## src/rtl/draw_port_arbiter_pkg.sv

```systemverilog
// Shared drawing-path definitions: pixel bus widths, requester IDs and
// arbiter state encodings.
package draw_port_arbiter_pkg;

  localparam int unsigned X_W      = 8;
  localparam int unsigned Y_W      = 7;
  localparam int unsigned COLOUR_W = 3;

  localparam int unsigned REQ_BG   = 0;
  localparam int unsigned REQ_WALL = 1;
  localparam int unsigned REQ_BIRD = 2;

  typedef enum logic [1:0] {
    S_IDLE    = 2'd0,
    S_GRANT   = 2'd1,
    S_RELEASE = 2'd2
  } arb_state_t;

  typedef struct packed {
    logic [X_W-1:0]      x;
    logic [Y_W-1:0]      y;
    logic [COLOUR_W-1:0] colour;
  } pixel_t;

endpackage

```

## src/rtl/draw_port_arbiter_rr_picker.sv

```systemverilog
// Combinational round-robin picker: first set request after 'pointer',
// wrapping modulo N_REQ. Returns a one-hot pick and a valid flag.
module draw_port_arbiter_rr_picker #(
  parameter int unsigned N_REQ = 3,
  parameter int unsigned PTR_W = 2
) (
  input  logic [N_REQ-1:0] req,
  input  logic [PTR_W-1:0] pointer,
  output logic [N_REQ-1:0] pick,
  output logic             valid
);

  logic [2*N_REQ-1:0] req2;
  logic [2*N_REQ-1:0] pick2;
  logic [N_REQ-1:0]   rot;
  logic [N_REQ-1:0]   rot_pick;
  logic [PTR_W:0]     sh;

  // Rotate so candidate pointer+1 lands at bit 0, priority-scan, rotate back.
  always_comb begin
    sh       = {1'b0, pointer} + (PTR_W+1)'(1);
    req2     = {req, req};
    rot      = N_REQ'(req2 >> sh);
    rot_pick = '0;
    valid    = 1'b0;
    for (int j = 0; j < int'(N_REQ); j++) begin
      if (!valid && rot[j]) begin
        rot_pick[j] = 1'b1;
        valid       = 1'b1;
      end
    end
    pick2 = {{N_REQ{1'b0}}, rot_pick} << sh;
    pick  = pick2[N_REQ-1:0] | pick2[2*N_REQ-1:N_REQ];
  end

endmodule

```

## src/rtl/draw_port_arbiter.sv

```systemverilog
// Round-robin arbiter sharing the VGA pixel-write port between the
// background, wall and bird drawing engines, with frame-start priority to bg.
module draw_port_arbiter
  import draw_port_arbiter_pkg::*;
#(
  parameter int unsigned N_REQ    = 3,
  parameter int unsigned MAX_HOLD = 20000
) (
  input  logic                      clk,
  input  logic                      reset,
  input  logic                      frame_start,
  input  logic [N_REQ-1:0]          req,
  input  logic [N_REQ-1:0]          done,
  input  logic [N_REQ*X_W-1:0]      req_x,
  input  logic [N_REQ*Y_W-1:0]      req_y,
  input  logic [N_REQ*COLOUR_W-1:0] req_colour,
  input  logic [N_REQ-1:0]          req_plot,
  output logic [N_REQ-1:0]          gnt,
  output logic [X_W-1:0]            x_out,
  output logic [Y_W-1:0]            y_out,
  output logic [COLOUR_W-1:0]       colour_out,
  output logic                      plot_out,
  output logic                      busy,
  output logic                      timeout
);

  localparam int unsigned PTR_W  = (N_REQ > 1) ? $clog2(N_REQ) : 1;
  localparam int unsigned HOLD_W = (MAX_HOLD > 1) ? $clog2(MAX_HOLD) : 1;

  arb_state_t        state;
  logic [PTR_W-1:0]  ptr;
  logic [PTR_W-1:0]  g_idx;
  logic [PTR_W-1:0]  arb_ptr;
  logic [PTR_W-1:0]  pick_idx;
  logic [N_REQ-1:0]  pick;
  logic              pick_valid;
  logic [HOLD_W-1:0] hold_cnt;
  logic              frame_pend;
  logic              done_g;
  logic              req_g;
  logic              hold_last;
  pixel_t            px_c;

  // RELEASE arbitrates with the just-released index so grants can run back to back.
  assign arb_ptr = (frame_pend || frame_start) ? PTR_W'(N_REQ-1)
                 : ((state == S_RELEASE) ? g_idx : ptr);

  draw_port_arbiter_rr_picker #(
    .N_REQ (N_REQ),
    .PTR_W (PTR_W)
  ) u_picker (
    .req     (req),
    .pointer (arb_ptr),
    .pick    (pick),
    .valid   (pick_valid)
  );

  always_comb begin
    pick_idx = '0;
    for (int i = 0; i < int'(N_REQ); i++) begin
      if (pick[i]) pick_idx = PTR_W'(i);
    end
  end

  assign done_g    = |(done & gnt);
  assign req_g     = |(req & gnt);
  assign hold_last = (hold_cnt == HOLD_W'(MAX_HOLD-1));

  // Pixel mux is zero whenever nothing is granted.
  always_comb begin
    px_c     = '0;
    plot_out = |(req_plot & gnt);
    for (int i = 0; i < int'(N_REQ); i++) begin
      if (gnt[i]) begin
        px_c.x      = px_c.x      | req_x[i*X_W +: X_W];
        px_c.y      = px_c.y      | req_y[i*Y_W +: Y_W];
        px_c.colour = px_c.colour | req_colour[i*COLOUR_W +: COLOUR_W];
      end
    end
  end

  assign x_out      = px_c.x;
  assign y_out      = px_c.y;
  assign colour_out = px_c.colour;

  always_ff @(posedge clk or posedge reset) begin
    if (reset) begin
      state      <= S_IDLE;
      gnt        <= '0;
      busy       <= 1'b0;
      timeout    <= 1'b0;
      hold_cnt   <= '0;
      ptr        <= PTR_W'(N_REQ-1);
      g_idx      <= '0;
      frame_pend <= 1'b0;
    end else begin
      timeout <= 1'b0;
      if (frame_start) frame_pend <= 1'b1;
      case (state)
        S_IDLE, S_RELEASE: begin
          hold_cnt <= '0;
          if (state == S_RELEASE) ptr <= g_idx;
          if (pick_valid) begin
            state      <= S_GRANT;
            gnt        <= pick;
            g_idx      <= pick_idx;
            busy       <= 1'b1;
            frame_pend <= 1'b0;
          end else begin
            state <= S_IDLE;
            gnt   <= '0;
            busy  <= 1'b0;
          end
        end
        S_GRANT: begin
          hold_cnt <= hold_cnt + HOLD_W'(1);
          if (done_g || !req_g || hold_last) begin
            state   <= S_RELEASE;
            gnt     <= '0;
            busy    <= 1'b1;
            timeout <= hold_last && req_g && !done_g;
          end
        end
        default: begin
          state <= S_IDLE;
          gnt   <= '0;
          busy  <= 1'b0;
        end
      endcase
    end
  end

endmodule

```

## config.mk

```make
export PLATFORM = sky130hd
export DESIGN_NAME = draw_port_arbiter
export DESIGN_NICKNAME = d
export VERILOG_FILES = /design/src/rtl/draw_port_arbiter_pkg.sv /design/src/rtl/draw_port_arbiter_rr_picker.sv /design/src/rtl/draw_port_arbiter.sv
export SDC_FILE = /design/constraint.sdc
export NUM_CORES = 1
export LEC_CHECK = 0
export CORE_MARGIN = 1.5
export CORE_UTILIZATION = 30
export DETAILED_ROUTE_END_ITERATION = 12
export PLACE_DENSITY_LB_ADDON = 0.25
export RECOVER_POWER = 25
export SKIP_LAST_GASP = 1
export SYNTH_ARGS = -nofsm -noshare
export SYNTH_HDL_FRONTEND = slang
export SYNTH_HIERARCHICAL = 1
export SYNTH_SLANG_ARGS = --single-unit
```

## constraint.sdc

```tcl
create_clock -name clk -period 5.4 [get_ports clk]
set_clock_uncertainty 0.1 [all_clocks]
set_input_delay 1.08 -clock clk [delete_from_list [all_inputs] [get_ports clk]]
set_output_delay 1.08 -clock clk [all_outputs]
set_load 0.01 [all_outputs]
```

==> impl_summary.log <==
[metrics] routed wire length per instance: 15.0 um
[metrics] number of synthesized register bits: 27
[metrics] crit path time final: 3.59 ns
[metrics] share of cells above drive strength 1: 5.80%
[metrics] clock tree root buffer cell: sky130_fd_sc_hd__clkbuf_8
[metrics] Via Count: 1817
[metrics] RD Place Congestion: 0.750
[metrics] Num Clock Sinks: 27
[metrics] maximum number of pins on one net before global-route repair: 28
[metrics] Hold Violations, Final: 0
[metrics] Switching Power: 357 uW
[metrics] initial core utilization: 31.0%
[metrics] number of gates given a new drive strength after cts: 0
[metrics] relative slew slack: 31.9%
[metrics] post-detail-place hpwl: 3.94 mm
[metrics] summed instance area of the synthesized netlist: 1830 um2
[metrics] multi-input combinational cell area: 1020 um2
[metrics] CTS max path bufs: 2
[metrics] DRC violation count after routing: 0
[metrics] tightest hold margin: 0.384 ns
[metrics] most frequently used flop master after synthesis: sky130_fd_sc_hd__dfrtp_1
[metrics] CTS tree: yes
[metrics] Die ar.: 6590 um2
[metrics] sequential element share of the synthesized area: 36.9%
[metrics] antenna violations before repair: 0
[metrics] n_diodes: 0
[metrics] number of warnings reported in the yosys synthesis log: 6
[metrics] cell leakage power: 0.00122 uW
[metrics] library cell with the highest instance count after synthesis: sky130_fd_sc_hd__dfrtp_1
[metrics] Seq pwr share: 34.9%
[metrics] part of the cycle the worst path needs: 66.5%
[metrics] overall global routing resource usage: 15.3%
[metrics] number of nets in the finished design: 345
[metrics] least setup slack across all paths after layout: 1.81 ns
[metrics] Skew-Pair Late Insertion Delay: 0.27 ns
[metrics] register area: 677 um2
[metrics] list of most frequent post-synthesis cells: sky130_fd_sc_hd__dfrtp_1, sky130_fd_sc_hd__inv_1, sky130_fd_sc_hd__a222oi_1
[metrics] library cells used by synthesis: 51
[metrics] top area cells in the synthesized netlist: sky130_fd_sc_hd__dfrtp_1, sky130_fd_sc_hd__a222oi_1, sky130_fd_sc_hd__inv_1, sky130_fd_sc_hd__and2_1, sky130_fd_sc_hd__xor2_1
[metrics] cell taking the most area after synthesis: sky130_fd_sc_hd__dfrtp_1
[metrics] number of cells on the worst reg-to-reg path: 7
[metrics] synthesized area per cell: 9.50 um2
[metrics] part of the power in combinational logic: 53.4%
[metrics] maximum fanout count along the critical path: 1
[metrics] RSZ-0062 raised after global routing: false
[metrics] pre-CTS worst setup slack: 1.78 ns
[metrics] detailed-route vias per instance: 5.18
[metrics] max-slew violation total from the final report: 0
[metrics] Max Cap Violations: 0
[metrics] result of the run: completed
[metrics] number of core rows: 28
[metrics] arrival time worst endpoint: 2.41 ns
[metrics] Clk pin slew, worst setup/hold paths: 0.09 ns
[metrics] sum of negative setup slack: 0 ns
[metrics] final wirelength: 5.27 mm
[metrics] Layout Area Growth over Synthesis: 53.6%
[metrics] Starting DRT DRC Count: 113
[metrics] number of enable flip-flop cells after synthesis: 0
[metrics] antenna violation net count after detailed routing: 0
[metrics] die outline width: 81.2 um
[metrics] FMAX: 0.278 GHz
[metrics] input/output buffers: 89
[metrics] maximum VDD drop: 0.176 mV
[metrics] Sw Ratio: 37.2%
[metrics] slew at the pin with the worst max-slew slack: 1.02 ns
[metrics] internal power component: 602 uW
[metrics] Inserted Clock Buffers: 3
[metrics] core footprint: 5920 um2
[metrics] number of hold buffers added after cts: 0
[metrics] gr ovfl total: 0
[metrics] proportion of synthesized flip-flops having asynchronous set or reset: 100%
[metrics] kind of start point of the critical path: input port
[metrics] power share of the clock group: 11.7%
[metrics] worst hold path cell count: 1
[metrics] min-delay worst type: reg -> reg
[metrics] # H-tree levels: 1
[metrics] 1st-pass router iterations: 4
[metrics] count of buffers added by post-CTS timing repair for setup: 0
[metrics] count of final setup violators: 0
[metrics] Ports: 90
[metrics] cell area power density: 340 nW/um2
[metrics] worst setup path class: in -> out
[metrics] endpoint class of the critical path: primary output
[metrics] Vert. Die Dim: 81.2 um
[metrics] global-route wire length before repair: 8.00 mm
[metrics] Fillers: 561
[metrics] post-synth top area share: 35.5%
[metrics] number of global-route vias before repair: 1753
[metrics] required time at the worst-slack endpoint: 4.22 ns
[metrics] Syn Nets: 261
[metrics] synthesized instance count: 193
==> critical path: stages <==
cell                              delay (ns)
sky130_fd_sc_hd__clkdlybuf4s50_1        0.40
sky130_fd_sc_hd__a222oi_1               0.38
sky130_fd_sc_hd__inv_1                  0.07
sky130_fd_sc_hd__clkdlybuf4s50_1        0.48
==> cell usage in the layout (no fill, tap or decap), types with 3 or more instances in the layout <==
| master | instances |
|---|---|
| sky130_fd_sc_hd__inv_1 | 24 |
| sky130_fd_sc_hd__nor2_1 | 6 |
| sky130_fd_sc_hd__nand3b_1 | 3 |
| sky130_fd_sc_hd__and2_0 | 11 |
| sky130_fd_sc_hd__a22o_1 | 4 |
| sky130_fd_sc_hd__nor3_1 | 3 |
| sky130_fd_sc_hd__nor2b_1 | 5 |
| sky130_fd_sc_hd__nand2_1 | 10 |
| sky130_fd_sc_hd__nand3_1 | 4 |
| sky130_fd_sc_hd__xnor2_1 | 5 |
| sky130_fd_sc_hd__a222oi_1 | 20 |
| sky130_fd_sc_hd__nand4_1 | 4 |
| sky130_fd_sc_hd__xor2_1 | 7 |
| sky130_fd_sc_hd__dfrtp_1 | 26 |
| sky130_fd_sc_hd__clkdlybuf4s50_1 | 88 |
| sky130_fd_sc_hd__clkbuf_8 | 3 |
| sky130_fd_sc_hd__nor4_1 | 6 |
==> sequential cells by signal, summed over array words and instances (netlist names) <==
register	flops
frame_pend	1
state	2
ptr	2
timeout	1
gnt	3
busy	1
g_idx	2
hold_cnt	15
==> through the flow <==
step,cell area (um2),util [%],cells,power [uW]
6_report,2820,47.5,351,959
3_5_place_dp,2770,46.8,347,857
4_1_cts,2820,47.5,351,971
5_1_grt,2820,47.5,351,1040
2_1_floorplan,1830,-,193,617
3_3_place_gp,2770,46.8,347,851
==> layer usage <==
metal  routed length [um]  global-route usage [%]
met1                 2330                    19.1
met2                 2490                    27.5
met3                  421                    2.70
met4                   27                    3.10
met5                    0                       0
==> power groups by stage <==
stage | combinational (uW) | sequential, uW | clock [uW]
global route | 571 | 348 | 125
CTS | 520 | 336 | 115
floorplan | 336 | 281 | 0
detailed placement | 517 | 340 | 0
global placement | 512 | 339 | 0
finish | 512 | 335 | 112
==> kinds of logic after synthesis <==
logic type	after synthesis	synth area share [%]
and+or+nand+nor	74	26.0
xor gates and xnor gates	12	5.73
buffers and inverters	34	7.58
muxes	4	2.32
AOI/OAI and AO/OA	40	20.1
adders and majority gates	2	1.36
DFF	27	36.9
==> path summary, 6_finish.rpt <==
path | slack (ns) | start | endpoint
hold reg to reg | 0.38 | ptr[0] | ptr[0]
max in group asynchronous | 3.20 | reset | hold_cnt[14]
min in group asynchronous | 1.39 | reset | hold_cnt[1]
setup / recovery | 1.81 | req_colour[1] | colour_out[1]
hold / removal | 0.38 | ptr[0] | ptr[0]
setup reg to reg | 2.28 | state[0] | g_idx[0]
==> cell type report <==
cell class / instances / share of cell area (%)
clock buffer: 3 / 1.47
timing repair buffer: 89 / 31.6
tap: 75 / 3.33
inverter: 24 / 3.20
clock inverter: 1 / 0.178
multi-input combinational: 132 / 36.1
sequential: 27 / 24.0
(Power assumes the default switching activity.)
